===== config.mk =====
export PLATFORM = sky130hd
export DESIGN_NAME = ex_alu_pipe_flat
export DESIGN_NICKNAME = d
export VERILOG_FILES = /design/src/rtl/ex_alu_pipe_if.sv /design/src/rtl/ex_alu_pipe.sv /design/src/flat_wrapper.sv
export SDC_FILE = /design/constraint.sdc
export NUM_CORES = 1
export LEC_CHECK = 0
export CORE_ASPECT_RATIO = 2
export CORE_MARGIN = 4
export CORE_UTILIZATION = 32
export CTS_CLUSTER_DIAMETER = 80
export CTS_CLUSTER_SIZE = 10
export DETAILED_ROUTE_END_ITERATION = 16
export GPL_TIMING_DRIVEN = 0
export HOLD_SLACK_MARGIN = 0.02
export PLACE_DENSITY = 0.62
export SLEW_MARGIN = 40
export SYNTH_ARGS = -nofsm -noshare
export SYNTH_HDL_FRONTEND = slang
export SYNTH_SLANG_ARGS = --single-unit

===== constraint.sdc =====
create_clock -name clk -period 3.25 [get_ports clk]
set_input_delay 0.4875 -clock clk [delete_from_list [all_inputs] [get_ports clk]]
set_output_delay 0.4875 -clock clk [all_outputs]
set_load 0.01 [all_outputs]

===== src/rtl/ex_alu_pipe_if.sv =====
// ex_alu_pipe_if: bundles every EX-stage input coming from ID/EX and every
// EX/MEM output heading to the MEM stage. The producer side (ID/EX model or
// testbench) uses the master modport, the execute stage uses slave.
interface ex_alu_pipe_if;
    logic [2:0]  alu_op;
    logic [5:0]  funct;
    logic [4:0]  shamt;
    logic [31:0] operand_a;
    logic [31:0] operand_b;
    logic [31:0] rt_data;
    logic [31:0] pc_in;
    logic [4:0]  wb_dest_in;
    logic        RegWrite_in;
    logic        MemWrite_in;
    logic        MemRead_in;
    logic        MemToReg_in;
    logic        branch_in;
    logic [1:0]  load_mode_in;

    logic [3:0]  alu_ctrl;
    logic        RegWrite_out;
    logic        MemWrite_out;
    logic        MemRead_out;
    logic        MemToReg_out;
    logic        branch_out;
    logic [1:0]  load_mode_out;
    logic [31:0] pc_out;
    logic        zero_out;
    logic [31:0] aluResult_out;
    logic [31:0] rt_out;
    logic [4:0]  writebackDestination_out;

    modport master (
        output alu_op, funct, shamt, operand_a, operand_b, rt_data, pc_in,
               wb_dest_in, RegWrite_in, MemWrite_in, MemRead_in, MemToReg_in,
               branch_in, load_mode_in,
        input  alu_ctrl, RegWrite_out, MemWrite_out, MemRead_out, MemToReg_out,
               branch_out, load_mode_out, pc_out, zero_out, aluResult_out,
               rt_out, writebackDestination_out
    );

    modport slave (
        input  alu_op, funct, shamt, operand_a, operand_b, rt_data, pc_in,
               wb_dest_in, RegWrite_in, MemWrite_in, MemRead_in, MemToReg_in,
               branch_in, load_mode_in,
        output alu_ctrl, RegWrite_out, MemWrite_out, MemRead_out, MemToReg_out,
               branch_out, load_mode_out, pc_out, zero_out, aluResult_out,
               rt_out, writebackDestination_out
    );
endinterface


===== src/rtl/ex_alu_pipe.sv =====
// ex_alu_pipe: execute stage of the 5-stage MIPS pipeline. Decodes ALUOp and
// funct into a 4-bit ALU control code, runs the 32-bit ALU, and captures the
// result, zero flag, control bits and forwarded data into the EX/MEM register.
module ex_alu_pipe (
    input  logic         clk,
    input  logic         reset,
    ex_alu_pipe_if.slave bus
);

    typedef enum logic [3:0] {
        CTRL_AND  = 4'b0000,
        CTRL_OR   = 4'b0001,
        CTRL_ADD  = 4'b0010,
        CTRL_XOR  = 4'b0011,
        CTRL_SUB  = 4'b0110,
        CTRL_SLT  = 4'b0111,
        CTRL_SLL  = 4'b1000,
        CTRL_SRL  = 4'b1001,
        CTRL_SLTU = 4'b1010,
        CTRL_SRA  = 4'b1011,
        CTRL_NOR  = 4'b1100
    } aluCtrl_e;

    aluCtrl_e    w_aluCtrl;
    logic [31:0] w_aluResult;
    logic        w_zero;

    logic [31:0] r_aluResult;
    logic        r_zero;
    logic        r_regWrite;
    logic        r_memWrite;
    logic        r_memRead;
    logic        r_memToReg;
    logic        r_branch;
    logic [1:0]  r_loadMode;
    logic [31:0] r_pc;
    logic [31:0] r_rt;
    logic [4:0]  r_wbDest;

    // ALU control decode: ALUOp picks the operation directly except for
    // R-type, where funct chooses; unrecognised funct values fall back to ADD.
    always_comb begin
        w_aluCtrl = CTRL_ADD;
        case (bus.alu_op)
            3'b000:  w_aluCtrl = CTRL_ADD;
            3'b001:  w_aluCtrl = CTRL_SUB;
            3'b010: begin
                case (bus.funct)
                    6'b100000, 6'b100001: w_aluCtrl = CTRL_ADD;
                    6'b100010, 6'b100011: w_aluCtrl = CTRL_SUB;
                    6'b100100:            w_aluCtrl = CTRL_AND;
                    6'b100101:            w_aluCtrl = CTRL_OR;
                    6'b100110:            w_aluCtrl = CTRL_XOR;
                    6'b100111:            w_aluCtrl = CTRL_NOR;
                    6'b101010:            w_aluCtrl = CTRL_SLT;
                    6'b101011:            w_aluCtrl = CTRL_SLTU;
                    6'b000000:            w_aluCtrl = CTRL_SLL;
                    6'b000010:            w_aluCtrl = CTRL_SRL;
                    6'b000011:            w_aluCtrl = CTRL_SRA;
                    default:              w_aluCtrl = CTRL_ADD;
                endcase
            end
            3'b011:  w_aluCtrl = CTRL_AND;
            3'b100:  w_aluCtrl = CTRL_OR;
            3'b101:  w_aluCtrl = CTRL_SLT;
            3'b110:  w_aluCtrl = CTRL_SLTU;
            default: w_aluCtrl = CTRL_ADD;
        endcase
    end

    assign bus.alu_ctrl = w_aluCtrl;

    // ALU datapath: arithmetic wraps modulo 2^32, shifts act on operand_b by
    // shamt, and any code outside the defined set yields zero.
    always_comb begin
        w_aluResult = 32'd0;
        case (w_aluCtrl)
            CTRL_AND:  w_aluResult = bus.operand_a & bus.operand_b;
            CTRL_OR:   w_aluResult = bus.operand_a | bus.operand_b;
            CTRL_ADD:  w_aluResult = bus.operand_a + bus.operand_b;
            CTRL_XOR:  w_aluResult = bus.operand_a ^ bus.operand_b;
            CTRL_SUB:  w_aluResult = bus.operand_a - bus.operand_b;
            CTRL_SLT:  w_aluResult = ($signed(bus.operand_a) < $signed(bus.operand_b)) ? 32'd1 : 32'd0;
            CTRL_SLTU: w_aluResult = (bus.operand_a < bus.operand_b) ? 32'd1 : 32'd0;
            CTRL_SLL:  w_aluResult = bus.operand_b << bus.shamt;
            CTRL_SRL:  w_aluResult = bus.operand_b >> bus.shamt;
            CTRL_SRA:  w_aluResult = $unsigned($signed(bus.operand_b) >>> bus.shamt);
            CTRL_NOR:  w_aluResult = ~(bus.operand_a | bus.operand_b);
            default:   w_aluResult = 32'd0;
        endcase
    end

    assign w_zero = (w_aluResult == 32'd0);

    // EX/MEM pipeline register: loads every cycle with no stall, and reset
    // clears it asynchronously so the MEM stage sees a bubble immediately.
    always_ff @(posedge clk or posedge reset) begin
        if (reset) begin
            r_aluResult <= 32'd0;
            r_zero      <= 1'b0;
            r_regWrite  <= 1'b0;
            r_memWrite  <= 1'b0;
            r_memRead   <= 1'b0;
            r_memToReg  <= 1'b0;
            r_branch    <= 1'b0;
            r_loadMode  <= 2'b00;
            r_pc        <= 32'd0;
            r_rt        <= 32'd0;
            r_wbDest    <= 5'd0;
        end else begin
            r_aluResult <= w_aluResult;
            r_zero      <= w_zero;
            r_regWrite  <= bus.RegWrite_in;
            r_memWrite  <= bus.MemWrite_in;
            r_memRead   <= bus.MemRead_in;
            r_memToReg  <= bus.MemToReg_in;
            r_branch    <= bus.branch_in;
            r_loadMode  <= bus.load_mode_in;
            r_pc        <= bus.pc_in;
            r_rt        <= bus.rt_data;
            r_wbDest    <= bus.wb_dest_in;
        end
    end

    assign bus.aluResult_out            = r_aluResult;
    assign bus.zero_out                 = r_zero;
    assign bus.RegWrite_out             = r_regWrite;
    assign bus.MemWrite_out             = r_memWrite;
    assign bus.MemRead_out              = r_memRead;
    assign bus.MemToReg_out             = r_memToReg;
    assign bus.branch_out               = r_branch;
    assign bus.load_mode_out            = r_loadMode;
    assign bus.pc_out                   = r_pc;
    assign bus.rt_out                   = r_rt;
    assign bus.writebackDestination_out = r_wbDest;

endmodule


===== src/flat_wrapper.sv =====
// flat-port wrapper written by rule: the top's interface ports become plain ports
module ex_alu_pipe_flat 
  (clk, reset, bus_alu_op, bus_funct, bus_shamt, bus_operand_a, bus_operand_b, bus_rt_data, bus_pc_in, bus_wb_dest_in, bus_RegWrite_in, bus_MemWrite_in, bus_MemRead_in, bus_MemToReg_in, bus_branch_in, bus_load_mode_in, bus_alu_ctrl, bus_RegWrite_out, bus_MemWrite_out, bus_MemRead_out, bus_MemToReg_out, bus_branch_out, bus_load_mode_out, bus_pc_out, bus_zero_out, bus_aluResult_out, bus_rt_out, bus_writebackDestination_out);
  ex_alu_pipe_if bus_i ();
  input  logic clk;
  input  logic reset;
  input wire logic [$bits(bus_i.alu_op)-1:0] bus_alu_op;
  input wire logic [$bits(bus_i.funct)-1:0] bus_funct;
  input wire logic [$bits(bus_i.shamt)-1:0] bus_shamt;
  input wire logic [$bits(bus_i.operand_a)-1:0] bus_operand_a;
  input wire logic [$bits(bus_i.operand_b)-1:0] bus_operand_b;
  input wire logic [$bits(bus_i.rt_data)-1:0] bus_rt_data;
  input wire logic [$bits(bus_i.pc_in)-1:0] bus_pc_in;
  input wire logic [$bits(bus_i.wb_dest_in)-1:0] bus_wb_dest_in;
  input wire logic [$bits(bus_i.RegWrite_in)-1:0] bus_RegWrite_in;
  input wire logic [$bits(bus_i.MemWrite_in)-1:0] bus_MemWrite_in;
  input wire logic [$bits(bus_i.MemRead_in)-1:0] bus_MemRead_in;
  input wire logic [$bits(bus_i.MemToReg_in)-1:0] bus_MemToReg_in;
  input wire logic [$bits(bus_i.branch_in)-1:0] bus_branch_in;
  input wire logic [$bits(bus_i.load_mode_in)-1:0] bus_load_mode_in;
  output wire logic [$bits(bus_i.alu_ctrl)-1:0] bus_alu_ctrl;
  output wire logic [$bits(bus_i.RegWrite_out)-1:0] bus_RegWrite_out;
  output wire logic [$bits(bus_i.MemWrite_out)-1:0] bus_MemWrite_out;
  output wire logic [$bits(bus_i.MemRead_out)-1:0] bus_MemRead_out;
  output wire logic [$bits(bus_i.MemToReg_out)-1:0] bus_MemToReg_out;
  output wire logic [$bits(bus_i.branch_out)-1:0] bus_branch_out;
  output wire logic [$bits(bus_i.load_mode_out)-1:0] bus_load_mode_out;
  output wire logic [$bits(bus_i.pc_out)-1:0] bus_pc_out;
  output wire logic [$bits(bus_i.zero_out)-1:0] bus_zero_out;
  output wire logic [$bits(bus_i.aluResult_out)-1:0] bus_aluResult_out;
  output wire logic [$bits(bus_i.rt_out)-1:0] bus_rt_out;
  output wire logic [$bits(bus_i.writebackDestination_out)-1:0] bus_writebackDestination_out;
  assign bus_i.alu_op = bus_alu_op;
  assign bus_i.funct = bus_funct;
  assign bus_i.shamt = bus_shamt;
  assign bus_i.operand_a = bus_operand_a;
  assign bus_i.operand_b = bus_operand_b;
  assign bus_i.rt_data = bus_rt_data;
  assign bus_i.pc_in = bus_pc_in;
  assign bus_i.wb_dest_in = bus_wb_dest_in;
  assign bus_i.RegWrite_in = bus_RegWrite_in;
  assign bus_i.MemWrite_in = bus_MemWrite_in;
  assign bus_i.MemRead_in = bus_MemRead_in;
  assign bus_i.MemToReg_in = bus_MemToReg_in;
  assign bus_i.branch_in = bus_branch_in;
  assign bus_i.load_mode_in = bus_load_mode_in;
  assign bus_alu_ctrl = bus_i.alu_ctrl;
  assign bus_RegWrite_out = bus_i.RegWrite_out;
  assign bus_MemWrite_out = bus_i.MemWrite_out;
  assign bus_MemRead_out = bus_i.MemRead_out;
  assign bus_MemToReg_out = bus_i.MemToReg_out;
  assign bus_branch_out = bus_i.branch_out;
  assign bus_load_mode_out = bus_i.load_mode_out;
  assign bus_pc_out = bus_i.pc_out;
  assign bus_zero_out = bus_i.zero_out;
  assign bus_aluResult_out = bus_i.aluResult_out;
  assign bus_rt_out = bus_i.rt_out;
  assign bus_writebackDestination_out = bus_i.writebackDestination_out;
  ex_alu_pipe u_core (.clk(clk), .reset(reset), .bus(bus_i));
endmodule

==> results of run 1 <==
-- state kept, by name, indices dropped and copies added (netlist names) --
| register | cells |
|---|---|
| u_core.bus.MemRead_out | 1 |
| u_core.bus.MemToReg_out | 1 |
| u_core.bus.MemWrite_out | 1 |
| u_core.bus.RegWrite_out | 1 |
| u_core.bus.aluResult_out | 32 |
| u_core.bus.branch_out | 1 |
| u_core.bus.load_mode_out | 2 |
| u_core.bus.pc_out | 32 |
| u_core.bus.rt_out | 32 |
| u_core.bus.writebackDestination_out | 5 |
| u_core.bus.zero_out | 1 |
-- routing by layer --
layer / share of wire (%) / track usage, % / wire length (um) / up-vias
met2: 48 / 72.5 / 46500 / 1374
met3: 8.2 / 9.60 / 7870 / 616
met5: 0.014 / 0 / 13 / -
met4: 15 / 49.9 / 14400 / 2
li1: - / - / - / 7005
met1: 28 / 37.7 / 27100 / 8209
-- worst paths after layout --
kind	startpoint	endpoint	slack, ns	cells past startpoint
worst max-delay path	bus_shamt[0]	u_core.bus.zero_out$_DFF_PP0_	-0.45	15
worst min-delay path	reset	u_core.bus.rt_out[2]$_DFF_PP0_	0.42	2
max in group asynchronous	reset	u_core.bus.pc_out[10]$_DFF_PP0_	2.20	4
min in group clk	bus_rt_data[5]	u_core.bus.rt_out[5]$_DFF_PP0_	0.55	1
-- area by class of cell --
cell class | count | area, um^2
buffer | 98 | 990
sequential | 109 | 2730
multi-input combinational | 1281 | 11200
inverter | 109 | 453
timing repair buffer | 435 | 4010
clock buffer | 9 | 225
tap | 525 | 657
antenna | 4 | 10.0
fill | 3866 | 19300
clock inverter | 7 | 81.3
-- synth_stat cells (all sizes together) (40+ instances only) --
| cell | count |
|---|---|
| mux2i | 54 |
| dfrtp | 109 |
| nor3 | 43 |
| nand2 | 126 |
| inv | 107 |
| mux2 | 40 |
| a21oi | 114 |
| o21ai | 89 |
| nor2 | 144 |
| clkbuf | 70 |
| buf | 46 |
| ha | 99 |
-- kinds of logic after synthesis --
group                      Yosys count  share of synthesized area [%]
AOI/OAI and AO/OA                  553                           30.0
and+or+nand+nor                    485                           18.1
buffers and inverters              225                           7.07
muxes                              121                           12.4
DFF                                109                           21.1
adders and majority gates          101                           9.91
xor gates and xnor gates            21                           1.42
-- cells in the final DEF (no fill, tap or decap), types with 17 or more instances in the layout --
cell type        instances
clkdlybuf4s50_1        200
buf_4                  162
nand2_1                120
nor2_1                 120
dfrtp_1                109
inv_1                   87
a21oi_1                 82
ha_1                    74
o21ai_0                 67
mux2i_1                 38
mux2_2                  36
nor3_1                  33
nand3_1                 32
o22ai_1                 30
o211ai_1                29
mux4_2                  27
buf_6                   26
nand4_1                 22
dlygate4sd2_1           22
clkbuf_2                21
ha_4                    21
buf_2                   20
buf_12                  20
a21o_1                  20
a22oi_1                 19
a211oi_1                19
clkbuf_4                18
and3_1                  18
a21oi_4                 17
-- metrics by stage --
step | power (mW) | cell area, um^2 | worst slack, ns | TNS, ns
after floorplan | 3.02 | 13000 | -0.111 | -0.111
final | 6.53 | 20400 | -0.446 | -0.614
after global placement | 4.47 | 16300 | -3.00 | -65.95
after detailed placement | 4.52 | 16600 | -2.58 | -52.20
after global routing | 6.72 | 20400 | -0.503 | -0.779
after CTS | 6.29 | 20000 | -0.337 | -0.396
-- what timing repair did --
item,4_1_cts,5_1_grt
pin swaps,121,39
setup buffers,142,17
cloned,2,0
hold buffers,0,0
gates resized for setup,644,87
endpoints found under the setup margin,37,9
-- power breakdown --
part	internal, mW	total, mW	switching, mW	leakage [nW]
Combinational	1.58	3.89	2.31	6.81
Sequential	1.49	1.53	0.0395	1.29
Clock	0.554	1.11	0.555	0.150
==> out/qor.yml, run 1 <==
status: "finished, violations left"
violations: "setup timing"
fin_crit_ns: 3.70
rsz0062_at_grt: "true"
post-synth-top-area-fraction_pct: 21.1
crit_family: "simple AND/OR/NAND/NOR gates"
ant_nets: 0
post_synth_edffs: 0
number_of_iterations_in_the_first_detailed_routing_pass: 6
layout-drive-gt1-share_pct: 32.2
cts_sinks: 109
overall_fraction_of_global_route_tracks_in_use_pct: 42.7
synth.yosys.seq_area_share_pct: 21.1
criticalPathCategory: "in2reg"
floorplan.die_area_um2: 43800
h_tree_lvl_count: 3
finalNetCount: 2300
slew_headroom_pct: 38.7
synth_top_area_cell: "dfrtp_1"
synth_seq_cells: 109
path_cells: "buf_16 > buf_12 > buf_12 > mux4_2 > mux2_4 > buf_4 > mux2i_4 > nor4_1 > a221oi_1 > nand3_1 > a21o_1 > or4_4 > nor4_4 > nand4_1 > nor2b_2"
hold_path.class: "in2async"
final_hold_viol_count: 0
core_area_um2: 39700
synthesis.yosys.warnings: 0
drt_iter0_drc: 1465
crit_path_end_kind: "flip-flop"
fmaxAchievable_mhz: 271
yosysUniqueCellTypes: 94
wl_per_cell_um: 37.2
fp.dieH_um: 292
weighted_congestion_reported_at_the_end_of_routability_driven_placement: 1.10
hpwl_detailed_um: 75100
timing.final.ws_setup_ns: -0.446
powerDensity_nw_per_um2: 320
async_flop_share_pct: 100
max-vdd-ir-drop_mv: 0.309
place.detailed.instances: 2415
cts_root_buffer: "clkbuf_16"
cts-buffers-inserted: 9
core.rowCount: 103
holdWs_ns: 0.420
cts-root-to-sink-buffers: 2
flow.area_growth_from_synthesis_pct: 57.9
grt_first_pass_wirelength_um: 132000
timing.critical_path.required_ns: 3.56
per_instance_average_area_after_synthesis_um2: 7.99
synth_ff_type: "dfrtp_1"
timing.critical_path.arrival_ns: 4.01
finalSetupViolations: 3
remaining_drc_errors: 0
synthesis.area_um2: 12900
vias: 17206
grt_start_max_net_pins: 29
drt-vias-per-instance: 6.68
timing_worst_slew_pin_value_ns: 0.916
io_pins: 269
fin_util_pct: 51.4
placement.io_buffers: 264
worst_setup_path_start_kind: "input port"
post_synthesis_net_count: 1872
synthTopCellsByArea: "dfrtp_1 21%, ha_1 9.6%, mux4_2 4.7%, a21oi_1 4.4%, mux2i_1 4.2%"
tritoncts: "built"
timing.critical_path.buf_inv: 4
critical-path-max-stage-delay_ns: 0.59
die_w_um: 150
grt_pass1_vias: 17682
worst-path-max-fanout: 10
p_leak_nw: 8.24
antenna_found_initial: 4
layout_worst_path_cycle_share_pct: 114
maxSlewViolCount: 0
route.final.wire_length_um: 95900
worst_path_most_repeated_cell: "buf_12"
clock_input_transition_at_the_sequential_cells_of_the_worst_setup_and_hold_paths_ns: 0.08
overflow: 0
critical-path-slowest-cell: "mux4_2"
max-cap-violations: 0
final_cell_count_without_fillers: 2577
initial_core_util_pct: 32.5
synthesized_instance_count: 1615
Power figures use the tool's default switching activity.
==> run 2: changes to the inputs <==
Settings changed: SKIP_LAST_GASP from default to 1.
==> out/qor.yml, run 2 (synthesis results as in run 1) <==
cts-buffers-inserted: 9  # unchanged
area_of_the_multi_input_gates_um2: 11300  # +0.86%
timing.critical_path.arrival_ns: 4.01  # about the same
rsz0062_at_grt: "true"
mostFrequentLayoutCell: "clkdlybuf4s50_1"
placement.io_buffers: 264  # unchanged
violations: "setup timing"
core.rowCount: 103  # unchanged
weighted_congestion_reported_at_the_end_of_routability_driven_placement: 1.10  # unchanged
flow.area_growth_from_synthesis_pct: 59.6
maxSlewViolCount: 0  # unchanged
slew_headroom_pct: 38.3  # -0.45 points
pre_cts_slack_ns: -2.58  # unchanged
cts_root_buffer: "clkbuf_16"
tritoncts: "built"
core_area_um2: 39700  # unchanged
p_leak_nw: 8.34  # +1.2%
initial_core_util_pct: 32.5  # unchanged
vias: 17171  # -0.20%
ant_nets: 0  # unchanged
critical-path-slowest-cell: "mux2_2"
ff_latch_area_um2: 2730  # unchanged
seq_power_share_pct: 23.2  # -0.2 points
layout-drive-gt1-share_pct: 33.2  # +0.99 points
fmaxAchievable_mhz: 270  # -0.17%
grt_start_max_net_pins: 29  # unchanged
hpwl_detailed_um: 75100  # unchanged
sw_frac_of_total_pct: 44.4  # -0.079 points
wl_per_cell_um: 37.0  # -0.49%
route.final.wire_length_um: 96000  # about the same
worst-path-max-fanout: 10  # unchanged
timing.final.ws_setup_ns: -0.452  # -0.00627 ns
crit_family: "simple AND/OR/NAND/NOR gates"
clock_share_of_power_pct: 16.8  # -0.2 points
remaining_drc_errors: 0  # unchanged
timing_worst_slew_pin_value_ns: 0.922  # +0.00666 ns
number_of_iterations_in_the_first_detailed_routing_pass: 6  # unchanged
holdWs_ns: 0.429  # +0.00840 ns
number_of_buffers_added_to_fix_hold_violations_after_cts: 0  # unchanged
h_tree_lvl_count: 3  # unchanged
status: "finished, violations left"
critical-path-max-stage-delay_ns: 0.38  # -0.21 ns
drt-vias-per-instance: 6.63  # -0.74%
layout_worst_path_cycle_share_pct: 114  # +0.19 points
p_switching_mw: 2.92  # +0.43%
criticalPathCategory: "in2reg"
clock_input_transition_at_the_sequential_cells_of_the_worst_setup_and_hold_paths_ns: 0.08  # about the same
antenna_found_initial: 4  # unchanged
cts_sinks: 109  # unchanged
cts-root-to-sink-buffers: 2  # unchanged
worst_setup_path_start_kind: "input port"
fp.dieH_um: 292  # unchanged
timing.critical_path.buf_inv: 5  # +1
overflow: 0  # unchanged
cellInternalPower_mw: 3.65  # +0.75%
finalNetCount: 2314  # +0.61%
overall_fraction_of_global_route_tracks_in_use_pct: 42.7  # about the same
totalNegativeSetupSlack_ns: -0.785  # -0.170 ns
grt_first_pass_wirelength_um: 132000  # about the same
grt_pass1_vias: 17647  # -0.20%
crit_path_end_kind: "flip-flop"
fillerInstances: 3835  # -0.80%
timing.critical_path.required_ns: 3.55  # about the same
share_comb_of_total_power_pct: 59.9  # +0.3 points
final_hold_viol_count: 0  # unchanged
finalSetupViolations: 3  # unchanged
max-cap-violations: 0  # unchanged
hold_path.class: "in2async"
io_pins: 269  # unchanged
fin_crit_ns: 3.70  # +0.00627 ns
path_cells: "buf_16 > buf_12 > buf_12 > buf_8 > buf_6 > mux2_2 > o22ai_1 > nor2_2 > o211ai_1 > a21bo_2 > a21oi_4 > nand4_1 > nor2_1 > and4b_2 > nand4_1 > nor2b_2"
die_w_um: 150  # unchanged
floorplan.die_area_um2: 43800  # unchanged
mostFrequentLayoutCells: "200 x clkdlybuf4s50_1, 175 x buf_4, 122 x nor2_1"
max-vdd-ir-drop_mv: 0.310  # +0.39%
drt_iter0_drc: 1434  # -2.1%
powerDensity_nw_per_um2: 319  # -0.43%
[run 2: worst max-delay path by stage]
stage                                    end  cells after the start  slack [ns]              from
3_5_place_dp   u_core.bus.zero_out$_DFF_PP0_                     14       -2.58      bus_shamt[2]
5_1_grt        u_core.bus.zero_out$_DFF_PP0_                     17       -0.50  bus_operand_a[0]
2_1_floorplan  u_core.bus.zero_out$_DFF_PP0_                     15       -0.11  bus_operand_b[3]
3_3_place_gp   u_core.bus.zero_out$_DFF_PP0_                     14       -3.00      bus_funct[5]
4_1_cts        u_core.bus.zero_out$_DFF_PP0_                     18       -0.34  bus_operand_b[3]
6_report       u_core.bus.zero_out$_DFF_PP0_                     16       -0.45      bus_shamt[0]
[run 2: through the flow]
step           utilization [%]  power, mW  area (um^2)  cells
6_report                  51.9       6.57        20600   2591
5_1_grt                   51.9       6.77        20600   2587
4_1_cts                   50.5       6.29        20000   2558
3_5_place_dp              41.7       4.52        16600   2415
3_3_place_gp              41.0       4.47        16300   2404
2_1_floorplan                -       3.02        13000   1615
[run 2: final cells by class]
| type | instances | area share [%] |
|---|---|---|
| Buffer | 98 | 4.83 |
| Inverter | 109 | 2.23 |
| Antenna cell | 4 | 0.0486 |
| Multi-Input combinational cell | 1281 | 55.0 |
| Tap cell | 525 | 3.19 |
| Sequential cell | 109 | 13.2 |
| Timing Repair Buffer | 449 | 20.0 |
| Clock inverter | 7 | 0.395 |
| Clock buffer | 9 | 1.09 |
[run 2: repair_timing]
| action | CTS | global route |
|---|---|---|
| gates resized for setup | 641 | 120 |
| gates cloned | 2 | 0 |
| pin swaps | 121 | 71 |
| setup buffers | 142 | 30 |
| hold endpoints to repair | 0 | 0 |
| endpoints found under the setup margin | 37 | 16 |
[run 2: per-layer routing]
layer  vias to the layer above  part of all wire, %  track usage, %
li1                       7019                    -               -
met1                      8181                   28            38.3
met2                      1350                   49            73.1
met3                       621                  7.9            8.73
met4                         0                   15            48.8
met5                         -                    0               0
[run 2: power groups by stage]
stage,Combinational [mW],Sequential [mW],Clock [mW]
floorplan,1.39,1.63,0
global placement,2.92,1.55,0
detailed placement,2.96,1.56,0
CTS,3.64,1.53,1.12
global route,4.05,1.54,1.18
finish,3.94,1.53,1.11
==> run 3: changes to the inputs <==
Settings changed: SLEW_MARGIN 40 to 20.
==> out/qor.yml, run 3 (synthesis results as in run 1) <==
cts_root_buffer: "clkbuf_16"
worst-path-max-fanout: 10  # unchanged
core.rowCount: 103  # unchanged
timing.critical_path.required_ns: 3.55  # about the same
post_dp_cell_area_um2: 16400  # -0.76%
drt-vias-per-instance: 6.65  # +0.35%
cts-buffers-inserted: 9  # unchanged
top_signal_layer_used: "met5"
finalSetupViolations: 6  # +3
fmaxAchievable_mhz: 267  # -1.2%
fp.dieH_um: 292  # unchanged
timing.critical_path.arrival_ns: 4.05  # +0.04 ns
drt_iter0_drc: 1566  # +9.2%
max-cap-violations: 0  # unchanged
fin_crit_ns: 3.75  # +0.0450 ns
grt_first_pass_wirelength_um: 131000  # -1.1%
final_cell_count_without_fillers: 2555  # -1.4%
fin_util_pct: 51.3  # -0.62 points
weighted_congestion_reported_at_the_end_of_routability_driven_placement: 1.10  # unchanged
criticalPathCategory: "in2reg"
ant_nets: 0  # unchanged
number_of_iterations_in_the_first_detailed_routing_pass: 6  # unchanged
hpwl_detailed_um: 75000  # about the same
overflow: 0  # unchanged
floorplan.die_area_um2: 43800  # unchanged
holdWs_ns: 0.546  # +0.117 ns
timing.final.ws_setup_ns: -0.497  # -0.0450 ns
vias: 16992  # -1.0%
detail_route.wirelength.met1_um: 27100  # -0.30%
maxSlewViolCount: 0  # unchanged
pre_cts_slack_ns: -2.53  # +0.0425 ns
timing_worst_slew_pin_value_ns: 1.19  # +0.269 ns
p_leak_nw: 8.16  # -2.2%
routed-wl-met3_um: 7890  # +3.6%
rsz0062_at_grt: "true"
antenna_found_initial: 2  # -2
hold_path.class: "in2async"
violations: "setup timing"
powerDensity_nw_per_um2: 321  # +0.55%
crit_path_end_kind: "flip-flop"
wl_met2_um: 46300  # -0.65%
tritoncts: "built"
clock_input_transition_at_the_sequential_cells_of_the_worst_setup_and_hold_paths_ns: 0.08  # about the same
placement.io_buffers: 264  # unchanged
final_hold_viol_count: 0  # unchanged
flow.area_growth_from_synthesis_pct: 57.7
grt_pass1_vias: 17217  # -2.4%
number_of_buffers_added_to_fix_hold_violations_after_cts: 0  # unchanged
status: "finished, violations left"
worst_setup_path_start_kind: "input port"
route.final.wire_length_um: 95800  # -0.12%
final_cell_area_um2: 20400  # -1.2%
overall_fraction_of_global_route_tracks_in_use_pct: 42.3  # -0.41 points
mostFrequentLayoutCell: "clkdlybuf4s50_1"
remaining_drc_errors: 0  # unchanged
io_pins: 269  # unchanged
max-vdd-ir-drop_mv: 0.304  # -2.1%
initial_core_util_pct: 32.5  # unchanged
grt_start_max_net_pins: 38  # +31%
wl_per_cell_um: 37.5  # +1.3%
mostFrequentLayoutCells: "199 x clkdlybuf4s50_1, 147 x buf_4, 120 x nor2_1"
finalNetCount: 2281  # -1.4%
h_tree_lvl_count: 3  # unchanged
place.detailed.instances: 2412  # -0.12%
layout-drive-gt1-share_pct: 33.4  # +0.19 points
slew_headroom_pct: 20.3  # -18 points
core_area_um2: 39700  # unchanged
cts-root-to-sink-buffers: 2  # unchanged
die_w_um: 150  # unchanged
cts_sinks: 109  # unchanged
layout_worst_path_cycle_share_pct: 115  # +1.4 points
## run 3: per-stage QoR
stage	total power, mW	setup TNS, ns
final	6.53	-0.804
after global routing	6.72	-0.917
after CTS	6.11	-0.589
after detailed placement	4.50	-56.00
after global placement	4.47	-65.95
after floorplan	3.02	-0.111
## run 3: what timing repair did
action,CTS,global route
resized for setup,584,269
endpoints found under the setup margin,37,20
pin swaps,89,100
buffers inserted,98,48
## run 3: cell type report
cell class | instances | area [um^2]
clock inverters | 7 | 81.3
clock buffers | 9 | 225
plain buffers | 97 | 923
diodes | 1 | 2.50
fillers | 3893 | 19300
multi-input cells | 1281 | 11400
repair buffers | 417 | 3840
flip-flops and latches | 109 | 2730
inverters | 109 | 460
well taps | 525 | 657
## run 3: power by group
group | total [mW] | internal (mW) | switching (mW) | leakage (nW)
sequential | 1.53 | 1.49 | 0.0402 | 1.29
clock | 1.10 | 0.554 | 0.544 | 0.150
combinational | 3.90 | 1.58 | 2.32 | 6.73
## run 3: worst max-delay path, stage by stage
cell	delay (ns)
clkdlybuf4s50_1	0.47
buf_2	0.36
clkbuf_2	0.37
clkbuf_2	0.37
buf_2	0.35
o2111ai_2	0.23
nand3_2	0.23
o2111ai_1	0.22
nor4_1	0.25
and4b_2	0.39
nand4_1	0.16
nor2b_1	0.13
## run 3: how the worst max path moves through the flow
stage,startpoint,endpoint,slack (ns),cells after the start
2_1_floorplan,bus_operand_b[3],u_core.bus.zero_out$_DFF_PP0_,-0.11,15
3_3_place_gp,bus_funct[5],u_core.bus.zero_out$_DFF_PP0_,-3.00,14
3_5_place_dp,bus_shamt[2],u_core.bus.zero_out$_DFF_PP0_,-2.53,14
4_1_cts,bus_operand_b[3],u_core.bus.zero_out$_DFF_PP0_,-0.44,17
5_1_grt,bus_funct[1],u_core.bus.zero_out$_DFF_PP0_,-0.56,15
6_report,bus_shamt[4],u_core.bus.zero_out$_DFF_PP0_,-0.50,12
## run 3: per-layer routing
layer,track usage (%),up-vias
li1,-,6945
met1,37.3,8157
met2,72.3,1304
met3,9.81,584
met4,48.2,2
met5,0,-
